## src/rtl/alu_issue_arbiter_if.sv

```systemverilog
// -----------------------------------------------------------------------------
// alu_issue_arbiter_if
//   Handshake bundle between the two issue slots, the shared-ALU arbiter and
//   writeback. The arbiter owns the slave side. The issue/RS logic and the
//   writeback consumer together form the master side.
//
//   req0_* / req1_* : per-slot valid/ready op request (op, a, b, tag)
//   res_*           : registered result toward writeback/CDB with valid/ready
// -----------------------------------------------------------------------------
interface alu_issue_arbiter_if #(
   parameter int TAG_W = 6
);
   logic             req0_valid;
   logic             req0_ready;
   logic [3:0]       req0_op;
   logic [31:0]      req0_a;
   logic [31:0]      req0_b;
   logic [TAG_W-1:0] req0_tag;

   logic             req1_valid;
   logic             req1_ready;
   logic [3:0]       req1_op;
   logic [31:0]      req1_a;
   logic [31:0]      req1_b;
   logic [TAG_W-1:0] req1_tag;

   logic             res_valid;
   logic             res_ready;
   logic [31:0]      res_data;
   logic             res_zero;
   logic [TAG_W-1:0] res_tag;
   logic             res_src;
   logic             res_illegal;

   modport master (
      output req0_valid, req0_op, req0_a, req0_b, req0_tag,
      input  req0_ready,
      output req1_valid, req1_op, req1_a, req1_b, req1_tag,
      input  req1_ready,
      input  res_valid, res_data, res_zero, res_tag, res_src, res_illegal,
      output res_ready
   );

   modport slave (
      input  req0_valid, req0_op, req0_a, req0_b, req0_tag,
      output req0_ready,
      input  req1_valid, req1_op, req1_a, req1_b, req1_tag,
      output req1_ready,
      output res_valid, res_data, res_zero, res_tag, res_src, res_illegal,
      input  res_ready
   );
endinterface

```

## src/rtl/alu_issue_arbiter.sv

```systemverilog
// -----------------------------------------------------------------------------
// alu_issue_arbiter
//   Shares one 32-bit integer ALU between two issue slots. A round-robin
//   arbiter grants at most one slot per cycle. The granted op is evaluated
//   combinationally and captured in a single result register toward
//   writeback. Throughput is one op per cycle when writeback keeps up.
//
// Ports
//   clk          : clock, all state on the rising edge
//   reset        : asynchronous active-high reset
//   flush        : kills the held result and blocks grants this cycle
//   bus          : slave side of alu_issue_arbiter_if (requests + result)
//   conflict_cnt : saturating count of cycles in which both slots were valid
//                  and one was refused
// -----------------------------------------------------------------------------
module alu_issue_arbiter #(
   parameter int TAG_W  = 6,
   parameter int STAT_W = 16
) (
   input  logic              clk,
   input  logic              reset,
   input  logic              flush,
   alu_issue_arbiter_if.slave bus,
   output logic [STAT_W-1:0] conflict_cnt
);

   // ALU control codes
   localparam logic [3:0] OP_AND = 4'd0;
   localparam logic [3:0] OP_OR  = 4'd1;
   localparam logic [3:0] OP_ADD = 4'd2;
   localparam logic [3:0] OP_SUB = 4'd3;
   localparam logic [3:0] OP_XOR = 4'd4;
   localparam logic [3:0] OP_MOV = 4'd5;
   localparam logic [3:0] OP_LUI = 4'd6;
   localparam logic [3:0] OP_SLL = 4'd7;
   localparam logic [3:0] OP_SRL = 4'd8;
   localparam logic [3:0] OP_SRA = 4'd9;

   function automatic logic op_illegal(input logic [3:0] op);
      return (op > OP_SRA);
   endfunction

   // Illegal codes fall to the default arm and yield 0, never X.
   function automatic logic [31:0] alu_eval(input logic [3:0]  op,
                                            input logic [31:0] a,
                                            input logic [31:0] b);
      logic signed [31:0] a_s;
      logic [31:0]        r;
      a_s = a;
      case (op)
         OP_AND:  r = a & b;
         OP_OR:   r = a | b;
         OP_ADD:  r = a + b;
         OP_SUB:  r = a - b;
         OP_XOR:  r = a ^ b;
         OP_MOV:  r = b;
         OP_LUI:  r = {b[15:0], 16'h0000};
         OP_SLL:  r = a << b[4:0];
         OP_SRL:  r = a >> b[4:0];
         OP_SRA:  r = $unsigned(a_s >>> b[4:0]);
         default: r = 32'h0000_0000;
      endcase
      return r;
   endfunction

   logic              res_valid_q,   res_valid_d;
   logic [31:0]       res_data_q,    res_data_d;
   logic              res_zero_q,    res_zero_d;
   logic [TAG_W-1:0]  res_tag_q,     res_tag_d;
   logic              res_src_q,     res_src_d;
   logic              res_illegal_q, res_illegal_d;
   logic              rr_ptr_q,      rr_ptr_d;
   logic [STAT_W-1:0] conflict_cnt_q, conflict_cnt_d;

   logic              can_accept;
   logic              gnt0;
   logic              gnt1;
   logic              any_gnt;
   logic [3:0]        sel_op;
   logic [31:0]       sel_a;
   logic [31:0]       sel_b;
   logic [TAG_W-1:0]  sel_tag;
   logic [31:0]       alu_res;

   // Stage 0: arbitration and ALU evaluation
   always_comb begin
      can_accept = !flush && (!res_valid_q || bus.res_ready);

      // When both are valid the pointer decides; a lone requester always wins.
      gnt0    = can_accept && bus.req0_valid && (!bus.req1_valid || !rr_ptr_q);
      gnt1    = can_accept && bus.req1_valid && (!bus.req0_valid ||  rr_ptr_q);
      any_gnt = gnt0 || gnt1;

      sel_op  = gnt1 ? bus.req1_op  : bus.req0_op;
      sel_a   = gnt1 ? bus.req1_a   : bus.req0_a;
      sel_b   = gnt1 ? bus.req1_b   : bus.req0_b;
      sel_tag = gnt1 ? bus.req1_tag : bus.req0_tag;
      alu_res = alu_eval(sel_op, sel_a, sel_b);

      res_valid_d    = res_valid_q;
      res_data_d     = res_data_q;
      res_zero_d     = res_zero_q;
      res_tag_d      = res_tag_q;
      res_src_d      = res_src_q;
      res_illegal_d  = res_illegal_q;
      rr_ptr_d       = rr_ptr_q;
      conflict_cnt_d = conflict_cnt_q;

      if (flush) begin
         res_valid_d = 1'b0;
      end else if (any_gnt) begin
         // Covers both EMPTY load and FULL consume-and-reload.
         res_valid_d   = 1'b1;
         res_data_d    = alu_res;
         res_zero_d    = (alu_res == 32'h0000_0000);
         res_tag_d     = sel_tag;
         res_src_d     = gnt1;
         res_illegal_d = op_illegal(sel_op);
         rr_ptr_d      = ~gnt1;
      end else if (bus.res_ready) begin
         res_valid_d = 1'b0;
      end

      // can_accept already excludes flush; backpressure stalls are not conflicts.
      if (bus.req0_valid && bus.req1_valid && can_accept &&
          (conflict_cnt_q != {STAT_W{1'b1}})) begin
         conflict_cnt_d = conflict_cnt_q + 1'b1;
      end
   end

   // Stage 1: result register toward writeback
   always_ff @(posedge clk or posedge reset) begin
      if (reset) begin
         res_valid_q    <= 1'b0;
         res_data_q     <= '0;
         res_zero_q     <= 1'b0;
         res_tag_q      <= '0;
         res_src_q      <= 1'b0;
         res_illegal_q  <= 1'b0;
         rr_ptr_q       <= 1'b0;
         conflict_cnt_q <= '0;
      end else begin
         res_valid_q    <= res_valid_d;
         res_data_q     <= res_data_d;
         res_zero_q     <= res_zero_d;
         res_tag_q      <= res_tag_d;
         res_src_q      <= res_src_d;
         res_illegal_q  <= res_illegal_d;
         rr_ptr_q       <= rr_ptr_d;
         conflict_cnt_q <= conflict_cnt_d;
      end
   end

   assign bus.req0_ready  = gnt0;
   assign bus.req1_ready  = gnt1;
   assign bus.res_valid   = res_valid_q;
   assign bus.res_data    = res_data_q;
   assign bus.res_zero    = res_zero_q;
   assign bus.res_tag     = res_tag_q;
   assign bus.res_src     = res_src_q;
   assign bus.res_illegal = res_illegal_q;
   assign conflict_cnt    = conflict_cnt_q;

endmodule

```

## src/flat_wrapper.sv

```systemverilog
// flat-port wrapper written by rule: the top's interface ports become plain ports
module alu_issue_arbiter_flat 
#(
   parameter int TAG_W  = 6,
   parameter int STAT_W = 16
)
  (clk, reset, flush, conflict_cnt, bus_req0_valid, bus_req0_op, bus_req0_a, bus_req0_b, bus_req0_tag, bus_req0_ready, bus_req1_valid, bus_req1_op, bus_req1_a, bus_req1_b, bus_req1_tag, bus_req1_ready, bus_res_valid, bus_res_data, bus_res_zero, bus_res_tag, bus_res_src, bus_res_illegal, bus_res_ready);
  alu_issue_arbiter_if #(.TAG_W(TAG_W)) bus_i ();
  input  logic clk;
  input  logic reset;
  input  logic flush;
  output logic [STAT_W-1:0] conflict_cnt;
  input wire logic [$bits(bus_i.req0_valid)-1:0] bus_req0_valid;
  input wire logic [$bits(bus_i.req0_op)-1:0] bus_req0_op;
  input wire logic [$bits(bus_i.req0_a)-1:0] bus_req0_a;
  input wire logic [$bits(bus_i.req0_b)-1:0] bus_req0_b;
  input wire logic [$bits(bus_i.req0_tag)-1:0] bus_req0_tag;
  output wire logic [$bits(bus_i.req0_ready)-1:0] bus_req0_ready;
  input wire logic [$bits(bus_i.req1_valid)-1:0] bus_req1_valid;
  input wire logic [$bits(bus_i.req1_op)-1:0] bus_req1_op;
  input wire logic [$bits(bus_i.req1_a)-1:0] bus_req1_a;
  input wire logic [$bits(bus_i.req1_b)-1:0] bus_req1_b;
  input wire logic [$bits(bus_i.req1_tag)-1:0] bus_req1_tag;
  output wire logic [$bits(bus_i.req1_ready)-1:0] bus_req1_ready;
  output wire logic [$bits(bus_i.res_valid)-1:0] bus_res_valid;
  output wire logic [$bits(bus_i.res_data)-1:0] bus_res_data;
  output wire logic [$bits(bus_i.res_zero)-1:0] bus_res_zero;
  output wire logic [$bits(bus_i.res_tag)-1:0] bus_res_tag;
  output wire logic [$bits(bus_i.res_src)-1:0] bus_res_src;
  output wire logic [$bits(bus_i.res_illegal)-1:0] bus_res_illegal;
  input wire logic [$bits(bus_i.res_ready)-1:0] bus_res_ready;
  assign bus_i.req0_valid = bus_req0_valid;
  assign bus_i.req0_op = bus_req0_op;
  assign bus_i.req0_a = bus_req0_a;
  assign bus_i.req0_b = bus_req0_b;
  assign bus_i.req0_tag = bus_req0_tag;
  assign bus_req0_ready = bus_i.req0_ready;
  assign bus_i.req1_valid = bus_req1_valid;
  assign bus_i.req1_op = bus_req1_op;
  assign bus_i.req1_a = bus_req1_a;
  assign bus_i.req1_b = bus_req1_b;
  assign bus_i.req1_tag = bus_req1_tag;
  assign bus_req1_ready = bus_i.req1_ready;
  assign bus_res_valid = bus_i.res_valid;
  assign bus_res_data = bus_i.res_data;
  assign bus_res_zero = bus_i.res_zero;
  assign bus_res_tag = bus_i.res_tag;
  assign bus_res_src = bus_i.res_src;
  assign bus_res_illegal = bus_i.res_illegal;
  assign bus_i.res_ready = bus_res_ready;
  alu_issue_arbiter #(.TAG_W(TAG_W), .STAT_W(STAT_W)) u_core (.clk(clk), .reset(reset), .flush(flush), .bus(bus_i), .conflict_cnt(conflict_cnt));
endmodule
```

## config.mk

```make
export PLATFORM = sky130hd
export DESIGN_NAME = alu_issue_arbiter_flat
export DESIGN_NICKNAME = d
export VERILOG_FILES = /design/src/rtl/alu_issue_arbiter_if.sv /design/src/rtl/alu_issue_arbiter.sv /design/src/flat_wrapper.sv
export SDC_FILE = /design/constraint.sdc
export NUM_CORES = 1
export LEC_CHECK = 0
export BUFFER_PORTS_ARGS = -buffer_cell sky130_fd_sc_hd__buf_4
export CORE_MARGIN = 2
export CORE_UTILIZATION = 35
export DETAILED_ROUTE_END_ITERATION = 6
export PLACE_DENSITY = 0.62
export SETUP_SLACK_MARGIN = 0.2
export SYNTH_ARGS = -nofsm -noshare
export SYNTH_HDL_FRONTEND = slang
export SYNTH_SLANG_ARGS = --single-unit
```

## constraint.sdc

```tcl
create_clock -name clk -period 13.7 [get_ports clk]
set_input_delay 1.37 -clock clk [delete_from_list [all_inputs] [get_ports clk]]
set_output_delay 1.37 -clock clk [all_outputs]
set_load 0.02 [all_outputs]
```

==> flow_metrics.tcl, run 1 <==
set metrics [dict create \
    synth_area_sq_mm 0.0170 \
    tightest_slew_ns 1.43 \
    antenna_found_initial 0 \
    tns_ns 0 \
    clock_sinks 59 \
    clk_pin_slew_worst_paths_ns 0.06 \
    drv_slew 0 \
    place.gp.congestion 1.06 \
    dpl.hpwl_um 70600 \
    yosysSeqAreaShare 0.0867 \
    ys_types 100 \
    ant_nets 0 \
    yosys.area.top_type_share 0.128 \
    cp_max_fo 52 \
    combPwrFrac 0.703 \
    start_util 0.356 \
    vias 19600 \
    clock_power_share 0.136 \
    grt_pass1_wl_um 132000 \
    criticalPathCategory "in2reg" \
    port_buffers 213 \
    rows 80 \
    required_ns 13.94 \
    crit_arrival_ns 8.71 \
    power_leakage_nw 8.36 \
    clockBufferDepth 2 \
    grt_pass1_vias 18600 \
    grt_max_degree 62 \
    worstHoldPathType "reg2reg" \
    end_kind "register" \
    status "finished with violations" \
    netlist_instances 2132 \
    start_kind "input pin" \
    ys_seq_elements 59 \
    drt_iter0_markers 2895 \
    cts_resized 0 \
    skew_ns 0.00606 \
    synth.area.top_cells "mux2i_1, mux4_2, dfrtp_1" \
    dominantRegCellSynth "dfrtp_1" \
    routed_via_density 6.96 \
    die_w_um 225 \
    core_sq_mm 0.0478 \
    power.share.switching 0.526 \
    violations "design-rule violations" \
    async_flop_share 1.00 \
    postSynthAreaPerCell_sq_um 7.99 \
    slew_headroom 0.0367 \
    drive_above_1_share 0.219 \
    fmax_ghz 0.118 \
    numCtsBuffers 9 \
    peakVddDrop_mv 0.117 \
    final_cell_mix "buf_4, mux2i_1, nor2_1" \
    dieHeight_um 225 \
    synth_edf_count 0 \
    drt-total-wl_um 92100 \
    hold_viol_final 0 \
    drcViolationCount 4 \
    cts_tree "yes" \
    rsz0062_at_grt "false" \
    grt_overflow 0 \
    yosysTopAreaCell "mux2i_1" \
    dp.cells 2802 \
    timing.final.crit_share 0.618 \
    syn_to_final_growth_pct 11.7 \
    yosysWarnings 0 \
    drt_pass1_iterations 7 \
    setup_viol_count_final 0 \
    synth_fp_nets 2384 \
    final_common_cell "buf_4" \
    clkLatencyLatePin_ns 0.33 \
    holdWs_ns 0.478 \
    p_sw_mw 0.850 \
    maxCapViolations 0 \
    pwr-share-seq 0.161 \
    n_fill_cell 4914 \
    grtUsageTotal 0.354 \
    period_needed_ns 8.47 \
    htree_levels 3 \
    intPower_mw 0.768 \
    post_cts_buffers 0 \
    root_buffer "clkbuf_16" \
    wl_per_cell_um 32.6 \
    nNetsFinal 2450 \
    dieArea_sq_mm 0.0504 \
    final_cells 2821 \
    power.density_mw_per_mm2 85.1 \
    io_pins 214 \
    ctsHoldBuffers 0 \
]
## worst max-delay path, stage by stage
cell and delay [ns]:
buf_4 0.12, nor2b_2 0.14, buf_4 0.24, nand3_4 0.35
buf_4 0.64, buf_4 0.72, mux2i_1 0.38, nand2_1 0.14
nand2_1 0.11, xnor2_1 0.08, ha_1 0.25, or2_2 0.34
o311ai_0 0.49, nor2_1 0.17, o41ai_1 0.99, o21ai_0 0.31
xor2_1 0.21, a211oi_1 0.66, nand3_1 0.12, or4_1 0.53
o31ai_1 0.21
## layout make-up
cell class / count / area (sq um) / share of cell area
sequential: 59 / 1480 / 0.0776
multi-input combinational: 1783 / 14200 / 0.747
clock inverter: 7 / 68.8 / 0.00362
clock buffer: 9 / 225 / 0.0118
inverter: 85 / 322 / 0.0169
timing repair buffer: 260 / 1950 / 0.103
tap: 615 / 769 / 0.0404
antenna: 3 / 7.51 / 0.000395
## cell usage after synthesis (all sizes together), types with 14 or more instances
cell and n:
o31ai 26, o21ai 82, buf 117, a21oi 97
nand4 46, and2 17, mux2i 220, nor3 43
a21o 16, ha 97, a22oi 24, o22ai 24
xnor2 53, dfrtp 59, nor2 209, a31oi 32
mux4 90, nand2 173, a211oi 40, nand3 58
clkbuf 88, nand2b 14, and3 28, inv 83
o211ai 26, nor4 23, a221oi 27, mux2 76
## stage by stage
| step | power, mW | cell area, sq um | setup slack, ns | utilization |
|---|---|---|---|---|
| 6_report | 1.62 | 19000 | 5.23 | 0.398 |
| 5_1_grt | 1.68 | 19000 | 4.96 | 0.397 |
| 4_1_cts | 1.59 | 19000 | 5.50 | 0.397 |
| 3_5_place_dp | 1.36 | 18700 | 5.17 | 0.391 |
| 3_3_place_gp | 1.36 | 18700 | 5.29 | 0.391 |
| 2_1_floorplan | 0.936 | 17000 | 6.22 | - |
## sequential cells by signal, indices dropped and copies added (netlist names)
name / count
u_core.conflict_cnt: 16
u_core.bus.res_data: 32
u_core.bus.res_zero: 1
u_core.bus.res_tag: 6
u_core.rr_ptr_q: 1
u_core.bus.res_illegal: 1
u_core.bus.res_valid: 1
u_core.bus.res_src: 1
## logic make-up (layout without fill, tap and decap cells)
kind of cell               after synthesis  after routing  share of synthesized area
DFF                                     59             59                     0.0867
xor gates and xnor gates                66             66                     0.0340
other                                    0              3                          0
AOI/OAI and AO/OA                      540            540                      0.225
and+or+nand+nor                        693            693                      0.200
buffers and inverters                  290            361                     0.0820
muxes                                  386            386                      0.300
adders and majority gates               98             98                     0.0725
## power by group through the flow
stage                     Clock, mW  Sequential (mW)  Combinational, mW
after floorplan                   0            0.313              0.623
after global placement            0            0.261               1.09
after detailed placement          0            0.262               1.09
after CTS                     0.225            0.261               1.10
after global routing          0.230            0.267               1.19
final                         0.220            0.261               1.14
## final timing paths
kind                                        from                       to  slack (ns)  depth (start not counted)
max                               bus_req1_valid      u_core.bus.res_zero        5.23                         21
min                        u_core.bus.res_tag[1]    u_core.bus.res_tag[1]        0.48                          2
max reg2reg                      u_core.rr_ptr_q      u_core.bus.res_zero        5.99                         20
min reg2reg                u_core.bus.res_tag[1]    u_core.bus.res_tag[1]        0.48                          2
max in group asynchronous                  reset   u_core.conflict_cnt[1]       11.93                          3
min in group asynchronous                  reset  u_core.bus.res_data[29]        1.25                          3
## layer usage
layer / GRT usage / routed length (um) / vias to the layer above
met3: 0.0666 / 10400 / 298
met5: 0 / 0 / -
met2: 0.534 / 39600 / 1464
li1: - / - / 8292
met1: 0.473 / 35900 / 9587
met4: 0.206 / 6180 / 0
Power figures use the tool's default switching activity.
==> inputs of run 2 (changes only) <==
- PLACE_DENSITY: 0.62 -> 0.64
- clock period: 13.7 -> 7.5 ns (I/O delays scaled with it)
==> run 2 against run 1 <==
The run still ends with design-rule violations left. Global-route usage increased by 0.98 points. Non-clock buffer count increased by 19. Clock power increased by 100%. Power increased by 88%. Wire length increased by 2.5%. Utilization increased by 0.37 points. Final area increased by 0.93%. Combinational power increased by 86%.
==> flow_metrics.tcl, run 2 (synthesis gave the netlist of run 1 again) <==
set metrics [dict create \
    criticalPathCategory "in2reg" \
    largest_register_ffs 32 \
    crit_top_cell "nor2_1" \
    crit_arrival_ns 6.58 \
    drive_above_1_share 0.226 \
    antenna_found_initial 2 \
    violations "design-rule violations" \
    syn_to_final_growth_pct 12.8 \
    power.density_mw_per_mm2 158 \
    start_kind "input pin" \
    clock_sinks 59 \
    grt_overflow 0 \
    critical_path.max_stage_delay_ns 0.82 \
    cts_tree "yes" \
    start_util 0.356 \
    worstHoldPathType "reg2reg" \
    root_buffer "clkbuf_16" \
    worstPathCellList "buf_4, nor3_1, nand3_1, mux2i_1, buf_4, o21ai_1, or2_2, nor2_1, nor2_1, xnor2_1, ha_1, nand2_1, o21ai_0, a211oi_1, o21ai_0, nor2_1, xnor2_1, o2111ai_1, or4b_1, nor4_1, nand4_1, o31ai_1" \
    reg2reg_slack_ns 1.36 \
    ant_nets 0 \
    clkLatencyLatePin_ns 0.33 \
    fmax_ghz 0.158 \
    core_sq_mm 0.0478 \
    numCtsBuffers 9 \
    drt-total-wl_um 94400 \
    final_cells 2838 \
    rsz0062_at_grt "false" \
    crit_buf_inv 2 \
    port_buffers 213 \
    worst_r2r_endpoint "u_core.bus.res_zero" \
    cp_max_fo 23 \
    routed_via_density 6.99 \
    drv_slew 0 \
    cpMaxStageDelayCell "nor3_1" \
    timing.rr.start "u_core.rr_ptr_q" \
    vias 19800 \
    ctsHoldBuffers 0 \
    tightest_slew_ns 1.18 \
    final_cell_mix "buf_4, mux2i_1, nor2_1" \
    timing.final.crit_share 0.846 \
    dieArea_sq_mm 0.0504 \
    path_delay_family "simple AND/OR/NAND/NOR gates" \
    grt_max_degree 86 \
    io_pins 214 \
    reg2regPathDepth 21 \
    peakVddDrop_mv 0.203 \
    status "finished with violations" \
    required_ns 7.74 \
    final_common_cell "buf_4" \
    place.gp.congestion 1.08 \
    drt_iter0_markers 3052 \
    clockBufferDepth 2 \
    setup_viol_count_final 0 \
    end_kind "register" \
    die_w_um 225 \
    maxCapViolations 0 \
    period_needed_ns 6.35 \
    grtUsageTotal 0.364 \
    rows 80 \
    dpl.hpwl_um 73100 \
    nNetsFinal 2469 \
    htree_levels 3 \
    skew_ns 0.00327 \
    hold_viol_final 0 \
    drt_pass1_iterations 7 \
    power_leakage_nw 8.46 \
    grt_pass1_wl_um 135000 \
    cts_resized 0 \
    min-delay-start "u_core.bus.res_tag[5]" \
    wl_per_cell_um 33.3 \
    grt_pass1_vias 18600 \
    dp.cells 2821 \
    dieHeight_um 225 \
    clk_pin_slew_worst_paths_ns 0.05 \
    post_cts_buffers 0 \
    slew_headroom 0.188 \
    holdPathEnd "u_core.bus.res_tag[5]" \
    drcViolationCount 12 \
    min_path_cells 2 \
    tns_ns 0 \
]
run 2: worst min-delay path, cell delays in order, from the launching register on:
cell     delay, ns
dfrtp_1       0.34
nand2_1       0.05
nand2_1       0.05
run 2: layer usage:
layer	wire, um	global-route usage	up-vias
met1	36900	0.477	9716
li1	-	-	8322
met5	12	0	-
met3	10600	0.0802	279
met2	40800	0.559	1517
met4	6040	0.193	2
run 2: final cells by class:
cell class | instances | area [sq um]
Inverter | 85 | 322
Multi-Input combinational cell | 1783 | 14200
Sequential cell | 59 | 1480
Tap cell | 615 | 769
Antenna cell | 1 | 2.50
Clock inverter | 7 | 92.6
Fill cell | 4888 | 28600
Clock buffer | 9 | 225
Timing Repair Buffer | 279 | 2110
run 2: per-stage QoR:
stage	hold WS (ns)	worst slack [ns]	area (sq um)	power [mW]	util
after detailed placement	0.468	0.994	18900	2.52	0.395
after CTS	0.487	1.32	19200	2.98	0.401
after global placement	0.460	1.15	18900	2.52	0.395
final	0.480	1.15	19200	3.04	0.401
after global routing	0.526	0.871	19200	3.17	0.401
after floorplan	0.477	0.644	17000	1.71	-
run 2: where the power goes:
group	internal, mW	switching (mW)
combinational	0.755	1.37
clock	0.289	0.152
sequential	0.407	0.0690
total	1.45	1.59
run 2: worst max path at each step:
stage,start,end,cells after the start
floorplan,bus_req1_valid,u_core.bus.res_zero,27
global placement,bus_req0_b[2],u_core.bus.res_zero,22
detailed placement,bus_req0_b[2],u_core.bus.res_zero,22
CTS,bus_req0_b[2],u_core.bus.res_zero,22
global route,bus_req0_b[2],u_core.bus.res_zero,22
finish,bus_req0_b[2],u_core.bus.res_zero,22
